### src/rtl/led_matrix_scan.sv
// led_matrix_scan: scans two 16x16 frames (red/green) onto one-hot row and column pins with a blank gap at every row change.
// Latency: frame_start is high 1 cycle after enable is sampled; row 0 drives after 1+BLANK_CYCLES cycles; each row lasts ROW_HOLD cycles.
// Backpressure: none. enable low stops the scan on the next edge. Macro LED_SCAN_DOUBLE_BUFFER_EN selects shadow frames, otherwise the columns read the live inputs.
module led_matrix_scan #(
  parameter int ROW_HOLD     = 1024,
  parameter int BLANK_CYCLES = 8
) (
  input  logic               clk,
  input  logic               reset,
  input  logic               enable,
  input  logic [15:0][15:0]  red_array,
  input  logic [15:0][15:0]  green_array,
  output logic [15:0]        row_out,
  output logic [15:0]        red_col,
  output logic [15:0]        green_col,
  output logic [3:0]         row_idx,
  output logic               frame_start
);

  // Dwell counter width. It must reach ROW_HOLD-1.
  localparam int CW = $clog2(ROW_HOLD);
  localparam logic [CW-1:0] BLANK_LAST = CW'(BLANK_CYCLES - 1);
  localparam logic [CW-1:0] HOLD_LAST  = CW'(ROW_HOLD - 1);
  localparam logic [CW-1:0] CNT_ONE    = CW'(1);

  typedef enum logic [1:0] {
    S_IDLE  = 2'd0,
    S_BLANK = 2'd1,
    S_DRIVE = 2'd2
  } state_t;

  state_t        r_ps;
  logic [3:0]    r_row;
  logic [CW-1:0] r_cnt;

  state_t        w_ns;
  logic [3:0]    w_row_nxt;
  logic [CW-1:0] w_cnt_nxt;

  // Present state, row and dwell counter. Reset and enable-low both return to a clean IDLE.
  always_ff @(posedge clk) begin
    if (reset) begin
      r_ps  <= S_IDLE;
      r_row <= 4'd0;
      r_cnt <= '0;
    end else begin
      r_ps  <= w_ns;
      r_row <= w_row_nxt;
      r_cnt <= w_cnt_nxt;
    end
  end

  // Next-state logic. enable low takes priority over dwell and row advance.
  always_comb begin
    w_ns      = r_ps;
    w_row_nxt = r_row;
    w_cnt_nxt = r_cnt;
    unique case (r_ps)
      S_IDLE: begin
        if (enable) begin
          w_ns      = S_BLANK;
          w_row_nxt = 4'd0;
          w_cnt_nxt = '0;
        end
      end
      S_BLANK: begin
        if (!enable) begin
          w_ns      = S_IDLE;
          w_row_nxt = 4'd0;
          w_cnt_nxt = '0;
        end else begin
          w_cnt_nxt = r_cnt + CNT_ONE;
          if (r_cnt == BLANK_LAST) begin
            w_ns = S_DRIVE;
          end
        end
      end
      S_DRIVE: begin
        if (!enable) begin
          w_ns      = S_IDLE;
          w_row_nxt = 4'd0;
          w_cnt_nxt = '0;
        end else if (r_cnt == HOLD_LAST) begin
          // The row wraps 15 -> 0 naturally through the 4-bit add.
          w_ns      = S_BLANK;
          w_cnt_nxt = '0;
          w_row_nxt = r_row + 4'd1;
        end else begin
          w_cnt_nxt = r_cnt + CNT_ONE;
        end
      end
      default: begin
        w_ns      = S_IDLE;
        w_row_nxt = 4'd0;
        w_cnt_nxt = '0;
      end
    endcase
  end

  logic [15:0] w_red_row;
  logic [15:0] w_green_row;

`ifdef LED_SCAN_DOUBLE_BUFFER_EN
  logic [15:0][15:0] r_red_shadow;
  logic [15:0][15:0] r_green_shadow;
  logic              w_latch;

  // The shadows load when scanning starts and again on the edge where row 15 wraps to row 0.
  // The input value present on that edge is the one captured.
  assign w_latch = enable &&
                   ((r_ps == S_IDLE) ||
                    ((r_ps == S_DRIVE) && (r_cnt == HOLD_LAST) && (r_row == 4'd15)));

  // Shadow frames. They hold a full frame steady so one scan never mixes two frames.
  always_ff @(posedge clk) begin
    if (reset) begin
      r_red_shadow   <= '0;
      r_green_shadow <= '0;
    end else if (w_latch) begin
      r_red_shadow   <= red_array;
      r_green_shadow <= green_array;
    end
  end

  assign w_red_row   = r_red_shadow[r_row];
  assign w_green_row = r_green_shadow[r_row];
`else
  // Live mode: the columns follow the inputs directly, so a mid-frame change shows on the next drive cycle.
  assign w_red_row   = red_array[r_row];
  assign w_green_row = green_array[r_row];
`endif

  // Output decode. Only DRIVE lights the pins. row_idx tracks the row outside IDLE.
  always_comb begin
    row_out     = 16'h0000;
    red_col     = 16'h0000;
    green_col   = 16'h0000;
    row_idx     = 4'd0;
    frame_start = 1'b0;
    unique case (r_ps)
      S_BLANK: begin
        row_idx     = r_row;
        frame_start = (r_row == 4'd0) && (r_cnt == '0);
      end
      S_DRIVE: begin
        row_idx   = r_row;
        row_out   = 16'h0001 << r_row;
        red_col   = w_red_row;
        green_col = w_green_row;
      end
      default: begin
        row_idx = 4'd0;
      end
    endcase
  end

endmodule

### config.mk
export PLATFORM = sky130hd
export DESIGN_NAME = led_matrix_scan
export DESIGN_NICKNAME = d
export VERILOG_FILES = /design/src/rtl/led_matrix_scan.sv
export SDC_FILE = /design/constraint.sdc
export NUM_CORES = 1
export LEC_CHECK = 0
export CAP_MARGIN = 20
export CORE_AREA = 2 2 220 222
export DETAILED_ROUTE_END_ITERATION = 8
export DIE_AREA = 0 0 222 224
export PLACE_DENSITY = 0.41
export SETUP_SLACK_MARGIN = 0.4
export SYNTH_ARGS = -nofsm -noshare
export SYNTH_HDL_FRONTEND = slang
export SYNTH_SLANG_ARGS = --single-unit
### constraint.sdc
create_clock -name clk -period 2.55 [get_ports clk]
set_input_delay 0.51 -clock clk [delete_from_list [all_inputs] [get_ports clk]]
set_output_delay 0.51 -clock clk [all_outputs]
set_load 0.02 [all_outputs]
==> flow_metrics.tcl, run 1 <==
set metrics [dict create \
    status "complete, but fails checks" \
    violations "negative setup slack" \
    start_util_pct 11.5 \
    power_density_mw_per_mm2 370 \
    finalPower_mw 5.20 \
    grtUsageMet1_pct 19.2 \
    regToRegSetupSlack_ps 510 \
    die_y_um 224 \
    htreeDepth 1 \
    drt_iter0_markers 245 \
    grt_pass1_wl_mm 59.0 \
    finalSetupViolations 19 \
    drt-pass1-iter-count 4 \
    cp-start-kind "flip-flop" \
    ys_seq_area_share_pct 5.86 \
    antenna_found_initial 13 \
    nNetsFinal 1681 \
    holdWs_ps 512 \
    ys_types 50 \
    wl_mm 42.9 \
    arrival_ps 2120 \
    worstPathRequired_ps 2040 \
    overflow 0 \
    ys_ff_latch 16 \
    vias 7567 \
    tightest_slew_ps 545 \
    crit_type "flip-flop to primary output" \
    syn_area_mm2 0.00546 \
    antenna_left 0 \
    slew_headroom_pct 63.1 \
    hold_class "flip-flop to flip-flop" \
    rsz0062_at_grt "yes" \
    die_w_um 222 \
    cts_tree "done" \
    drc 0 \
    stdcell_count 1773 \
    cts.sinks 16 \
    critical-path-top-cell-by-count "buf_12" \
    avgSynthCellArea_um2 11.0 \
    insertion_delay_ps 250 \
    hpwl_mm 36.4 \
    clk_path_buf_depth 2 \
    cpPeakStageDelay_ps 520 \
    dieArea_mm2 0.0497 \
    p_leak_nw 5.07 \
    wl_per_cell_um 24.2 \
    cts_buffers 3 \
    port_buffers 567 \
    core_area_mm2 0.0473 \
    hold_violations 0 \
    crit_fanout 8 \
    vdd_drop_max_mv 0.194 \
    synth_fp_nets 1025 \
    synth_edf_count 0 \
    grt_pass1_vias 8100 \
    worst_path_max_delay_cell "mux4_2" \
    netlist_instances 498 \
    cp_num_buf_inv 3 \
    grt_max_degree 20 \
    skew_ps 3.21 \
    met3_usage_pct 4.33 \
    syn_to_final_growth_pct 157 \
    yosysWarnings 0 \
    layout-drive-gt1-share_pct 35.2 \
    layout_worst_path_cycle_share_pct 103 \
    layout_setup_ws_ps -78.8 \
    rows 80 \
    clkTransAtPathRegs_ps 50 \
    grt_most_used_layer "met2" \
    fmax_mhz 380 \
    place_inst 1720 \
    critical-path-top-delay-family "multiplexers" \
    grt_usage_pct 16.3 \
    slew_viol_final 0 \
    clockRootBuffer "clkbuf_16" \
    ys.flop_type "dfxtp_1" \
    maxCapViolCount 0 \
    gr-usage-met2_pct 30.6 \
    via_per_inst 4.27 \
    ys_async_sr_fraction_pct 0 \
    fin_crit_ps 2630 \
    cp-end-kind "primary output" \
    crit_chain "buf_12 > buf_12 > mux4_2 > nand2_2 > o31ai_2 > a221o_1 > buf_6" \
    place.gp.congestion 0.864 \
    ios 568 \
    hold_buffers 0 \
]
-- final cells by class --
class	instances	area, um2
Antenna cell	5	12.5
Multi-Input combinational cell	411	5290
Sequential cell	16	333
Timing Repair Buffer	708	7480
Clock buffer	4	88.8
Inverter	14	72.6
Fill cell	4931	33300
Tap cell	615	769
-- metal layers --
metal | part of all wire (%) | up-vias
met5 | 0.20 | -
met4 | 0.67 | 12
met3 | 7.9 | 28
met2 | 53 | 327
met1 | 38 | 3750
li1 | - | 3450
-- registers in the layout, indices dropped and copies added, names as in the netlist --
register  flops
r_ps          2
r_row         4
r_cnt        10
-- Yosys cell counts (all sizes together) (6+ instances only) --
| cell type | number | area share [%] |
|---|---|---|
| ha | 12 | 2.7 |
| a211oi | 12 | 1.6 |
| a221o | 6 | 1.1 |
| clkbuf | 27 | 2.6 |
| nand3 | 7 | 0.64 |
| mux2i | 63 | 12 |
| nor2 | 6 | 0.41 |
| and3 | 15 | 1.7 |
| o21ai | 19 | 1.7 |
| nor4b | 6 | 0.96 |
| o22ai | 26 | 3.0 |
| o31ai | 10 | 1.4 |
| dfxtp | 16 | 5.9 |
| inv | 14 | 0.96 |
| nor2b | 15 | 1.7 |
| nand2 | 28 | 1.9 |
| and2 | 7 | 0.80 |
| a21oi | 15 | 1.4 |
| mux4 | 112 | 46 |
| buf | 29 | 3.3 |
-- layout by cell type (no fill, tap or decap), types with 5 or more instances in the layout --
| cell | Yosys | final |
|---|---|---|
| clkdlybuf4s50_1 | 0 | 511 |
| mux4_2 | 112 | 112 |
| buf_4 | 7 | 78 |
| buf_6 | 3 | 51 |
| mux2i_1 | 63 | 37 |
| buf_12 | 0 | 32 |
| nand2_1 | 28 | 25 |
| mux2i_2 | 0 | 20 |
| o22ai_2 | 0 | 18 |
| nor2b_1 | 15 | 15 |
| a21oi_1 | 15 | 14 |
| o21ai_0 | 19 | 13 |
| and3_1 | 14 | 12 |
| buf_16 | 0 | 12 |
| dfxtp_1 | 16 | 12 |
| buf_2 | 16 | 11 |
| inv_1 | 13 | 10 |
| a211oi_1 | 12 | 9 |
| o31ai_1 | 10 | 8 |
| nand3_1 | 7 | 7 |
| a221o_1 | 6 | 6 |
| mux2i_4 | 0 | 6 |
| o21ai_1 | 0 | 6 |
| ha_4 | 0 | 6 |
| diode_2 | 0 | 5 |
| nor2_1 | 6 | 5 |
| nor4b_1 | 6 | 5 |
| mux2_2 | 5 | 5 |
| o22ai_1 | 26 | 5 |
| o32ai_2 | 0 | 5 |
| nor3_1 | 5 | 5 |
-- tightest hold or removal path: cells and delay by family, from the launching register on --
family             cells  cell delay [ps]
and+or+nand+nor        1               70
AOI/OAI and AO/OA      1               50
DFF                    1              340
-- repair_timing --
item,CTS,global route
gates cloned,9,1
gates resized for setup,348,69
endpoints found under the setup margin,53,55
setup buffers,27,7
pin swaps,19,17
-- path summary, 6_finish.rpt --
kind / from / endpoint / cells past startpoint
hold / removal: r_cnt[0]$_SDFFE_PP0P_ / r_cnt[0]$_SDFFE_PP0P_ / 2
setup / recovery: r_row[0]$_SDFFE_PP0P_ / red_col[14] / 7
hold reg to reg: r_cnt[0]$_SDFFE_PP0P_ / r_cnt[0]$_SDFFE_PP0P_ / 2
setup reg to reg: r_cnt[1]$_SDFFE_PP0P_ / r_cnt[5]$_SDFFE_PP0P_ / 5
-- report_power, final --
part           internal (mW)  total, mW  switching (mW)
sequential             0.271      0.293          0.0223
clock                  0.238      0.344           0.105
combinational           2.90       4.56            1.67
-- metrics by stage --
stage / TNS, ps / setup slack (ps) / utilization, % / cell area, um2
after floorplan: 0 / 414 / - / 5690
after global placement: -10760 / -580 / 27.0 / 12800
after detailed placement: -10560 / -508 / 27.0 / 12800
after CTS: -633 / -81.6 / 29.0 / 13700
after global routing: -2340 / -155 / 29.6 / 14000
final: -611 / -78.8 / 29.7 / 14000
-- cells by family (layout without fill, tap and decap cells) --
kind of cell | Yosys count | after routing | synth area share [%]
xor+xnor | 2 | 2 | 0.321
flops | 16 | 16 | 5.86
buf+inv | 71 | 726 | 7.03
fa+ha+maj | 12 | 12 | 2.75
simple gates | 103 | 103 | 10.5
compound gates | 114 | 114 | 14.7
other cells | 0 | 5 | 0
mux | 180 | 180 | 58.8
Power figures use the tool's default switching activity.
==> run 2: changes to the inputs <==
Settings changed: CAP_MARGIN 20 to default.
==> results of run 2 <==
The final DEF is identical to that of run 1; final timing and power are the same.
==> run 3: changes to the inputs <==
Settings changed: CELL_PAD_IN_SITES_DETAIL_PLACEMENT from default to 1, CELL_PAD_IN_SITES_GLOBAL_PLACEMENT from default to 1, CORE_AREA 2 2 220 222 to 2 2 219 221, DIE_AREA 0 0 222 224 to 0 0 221 223, PLACE_DENSITY 0.41 to 0.55, REMOVE_ABC_BUFFERS from default to 1.
==> flow_metrics.tcl, run 3 (synthesis gave the netlist of run 1 again) <==
set metrics [dict create \
    mostFrequentLayoutCell "clkdlybuf4s50_1" \
    cts_buffers 3 \
    crit_type "flip-flop to primary output" \
    cp-end-kind "primary output" \
    layout_worst_path_cycle_share_pct 106 \
    hpwl_mm 37.9 \
    place_inst 1715 \
    dp_slack_ps -472 \
    fin_area_mm2 0.0141 \
    layout-drive-gt1-share_pct 35.3 \
    tns_ps -2230 \
    layout_setup_ws_ps -145 \
    crit_chain "buf_4 > buf_16 > mux4_2 > nor4b_2 > a221o_1 > buf_2" \
    status "complete, but fails checks" \
    via_per_inst 4.30 \
    place.gp.congestion 0.879 \
    final_cell_mix "clkdlybuf4s50_1 (514), mux4_2 (112), buf_4 (100)" \
    grt_pass1_wl_mm 62.5 \
    largest_register_ffs 10 \
    finalSetupViolations 29 \
    core_area_mm2 0.0471 \
    holdWs_ps 533 \
    worst_path_max_delay_cell "mux4_2" \
    cp_num_buf_inv 3 \
    wl_per_cell_um 25.1 \
    vdd_drop_max_mv 0.192 \
    violations "negative setup slack" \
    crit_fanout 6 \
    wl_mm 45.1 \
    cpPeakStageDelay_ps 530 \
    worstPathRequired_ps 2040 \
    cts.sinks 16 \
    power_density_mw_per_mm2 374 \
    start_util_pct 11.6 \
    cts_tree "done" \
    die_w_um 221 \
    rsz0062_at_grt "yes" \
    largest_registers "r_cnt: 10 flops, r_row: 4 flops, r_ps: 2 flops" \
    overflow 0 \
    drt-pass1-iter-count 4 \
    place_area_mm2 0.0126 \
    fin_crit_ps 2700 \
    hold_violations 0 \
    cp-start-kind "flip-flop" \
    skew_ps 3.28 \
    drt_iter0_markers 230 \
    slew_headroom_pct 63.4 \
    tightest_slew_ps 536 \
    antenna_left 0 \
    grt_max_degree 21 \
    p_leak_nw 5.20 \
    antenna_found_initial 16 \
    drc 0 \
    nFillCells 5279 \
    syn_to_final_growth_pct 158 \
    htreeDepth 1 \
    hold_class "flip-flop to flip-flop" \
    hold_buffers 0 \
    die_y_um 223 \
    regMostFlops "r_cnt" \
    dieArea_mm2 0.0493 \
    port_buffers 567 \
    clkTransAtPathRegs_ps 60 \
    vias 7713 \
    clk_path_buf_depth 2 \
    fmax_mhz 371 \
    rows 80 \
    arrival_ps 2190 \
    clockRootBuffer "clkbuf_16" \
    insertion_delay_ps 260 \
    slew_viol_final 0 \
    stdcell_count 1793 \
    critical-path-top-delay-family "multiplexers" \
    grt_usage_pct 17.4 \
    grt_pass1_vias 8667 \
    maxCapViolCount 0 \
    ios 568 \
    nNetsFinal 1702 \
]
-- run 3: cell count changes in the layout (fill, tap and decap cells not counted), moves of 9 or more --
cell | previous run | this run
a211oi_2 | 2 | 11
and3_1 | 12 | 0
and3_4 | 2 | 14
buf_4 | 78 | 100
mux2i_1 | 37 | 55
mux2i_2 | 20 | 6
o22ai_1 | 5 | 19
o22ai_2 | 18 | 7
-- run 3: final timing paths --
path	startpoint	to	slack, ps	cells past startpoint
worst max-delay path	r_row[0]$_SDFFE_PP0P_	red_col[13]	-150	6
worst min-delay path	r_cnt[0]$_SDFFE_PP0P_	r_cnt[0]$_SDFFE_PP0P_	530	2
worst max register to register	r_row[0]$_SDFFE_PP0P_	r_row[2]$_SDFFE_PP0P_	330	10
worst min register to register	r_cnt[0]$_SDFFE_PP0P_	r_cnt[0]$_SDFFE_PP0P_	530	2
-- run 3: cell type report --
cell class | instances | area [um2] | area share [%]
diodes | 4 | 10.0 | 0.0711
clock buffers | 3 | 75.1 | 0.533
clock inverters | 1 | 3.75 | 0.0267
inverters | 14 | 61.3 | 0.436
multi-input cells | 411 | 5180 | 36.8
flip-flops and latches | 16 | 328 | 2.33
well taps | 615 | 769 | 5.47
repair buffers | 729 | 7640 | 54.3
-- run 3: repair_timing --
item / CTS / global route
gates resized for setup: 269 / 118
pin swaps: 7 / 18
setup buffers: 34 / 29
endpoints found under the setup margin: 53 / 57
gates cloned: 6 / 1
-- run 3: worst reg2reg max path, cell delays in order (launching register included) --
cell and delay, ps:
dfxtp_4 380, buf_12 140, buf_16 150, buf_8 130, buf_6 110, buf_6 110, ha_4 170, buf_6 120
ha_4 200, or4_4 480, a21oi_2 170
-- run 3: stage by stage --
step | utilization [%] | total power [mW]
2_1_floorplan | - | 1.90
3_5_place_dp | 26.7 | 3.81
3_3_place_gp | 26.7 | 3.78
5_1_grt | 29.8 | 5.59
6_report | 29.9 | 5.27
4_1_cts | 28.5 | 5.00
-- run 3: routing by layer --
metal	share of wire, %	global-route usage (%)
met1	38	19.8
met2	54	33.4
met3	7.3	4.41
met4	0.97	2.06
met5	0.16	0
-- run 3: where the power goes --
part,internal [mW],switching [mW],leakage (nW),total [mW]
clock,0.209,0.122,0.0386,0.332
combinational,2.98,1.65,5.03,4.63
sequential,0.271,0.0305,0.131,0.302
total,3.46,1.80,5.20,5.27
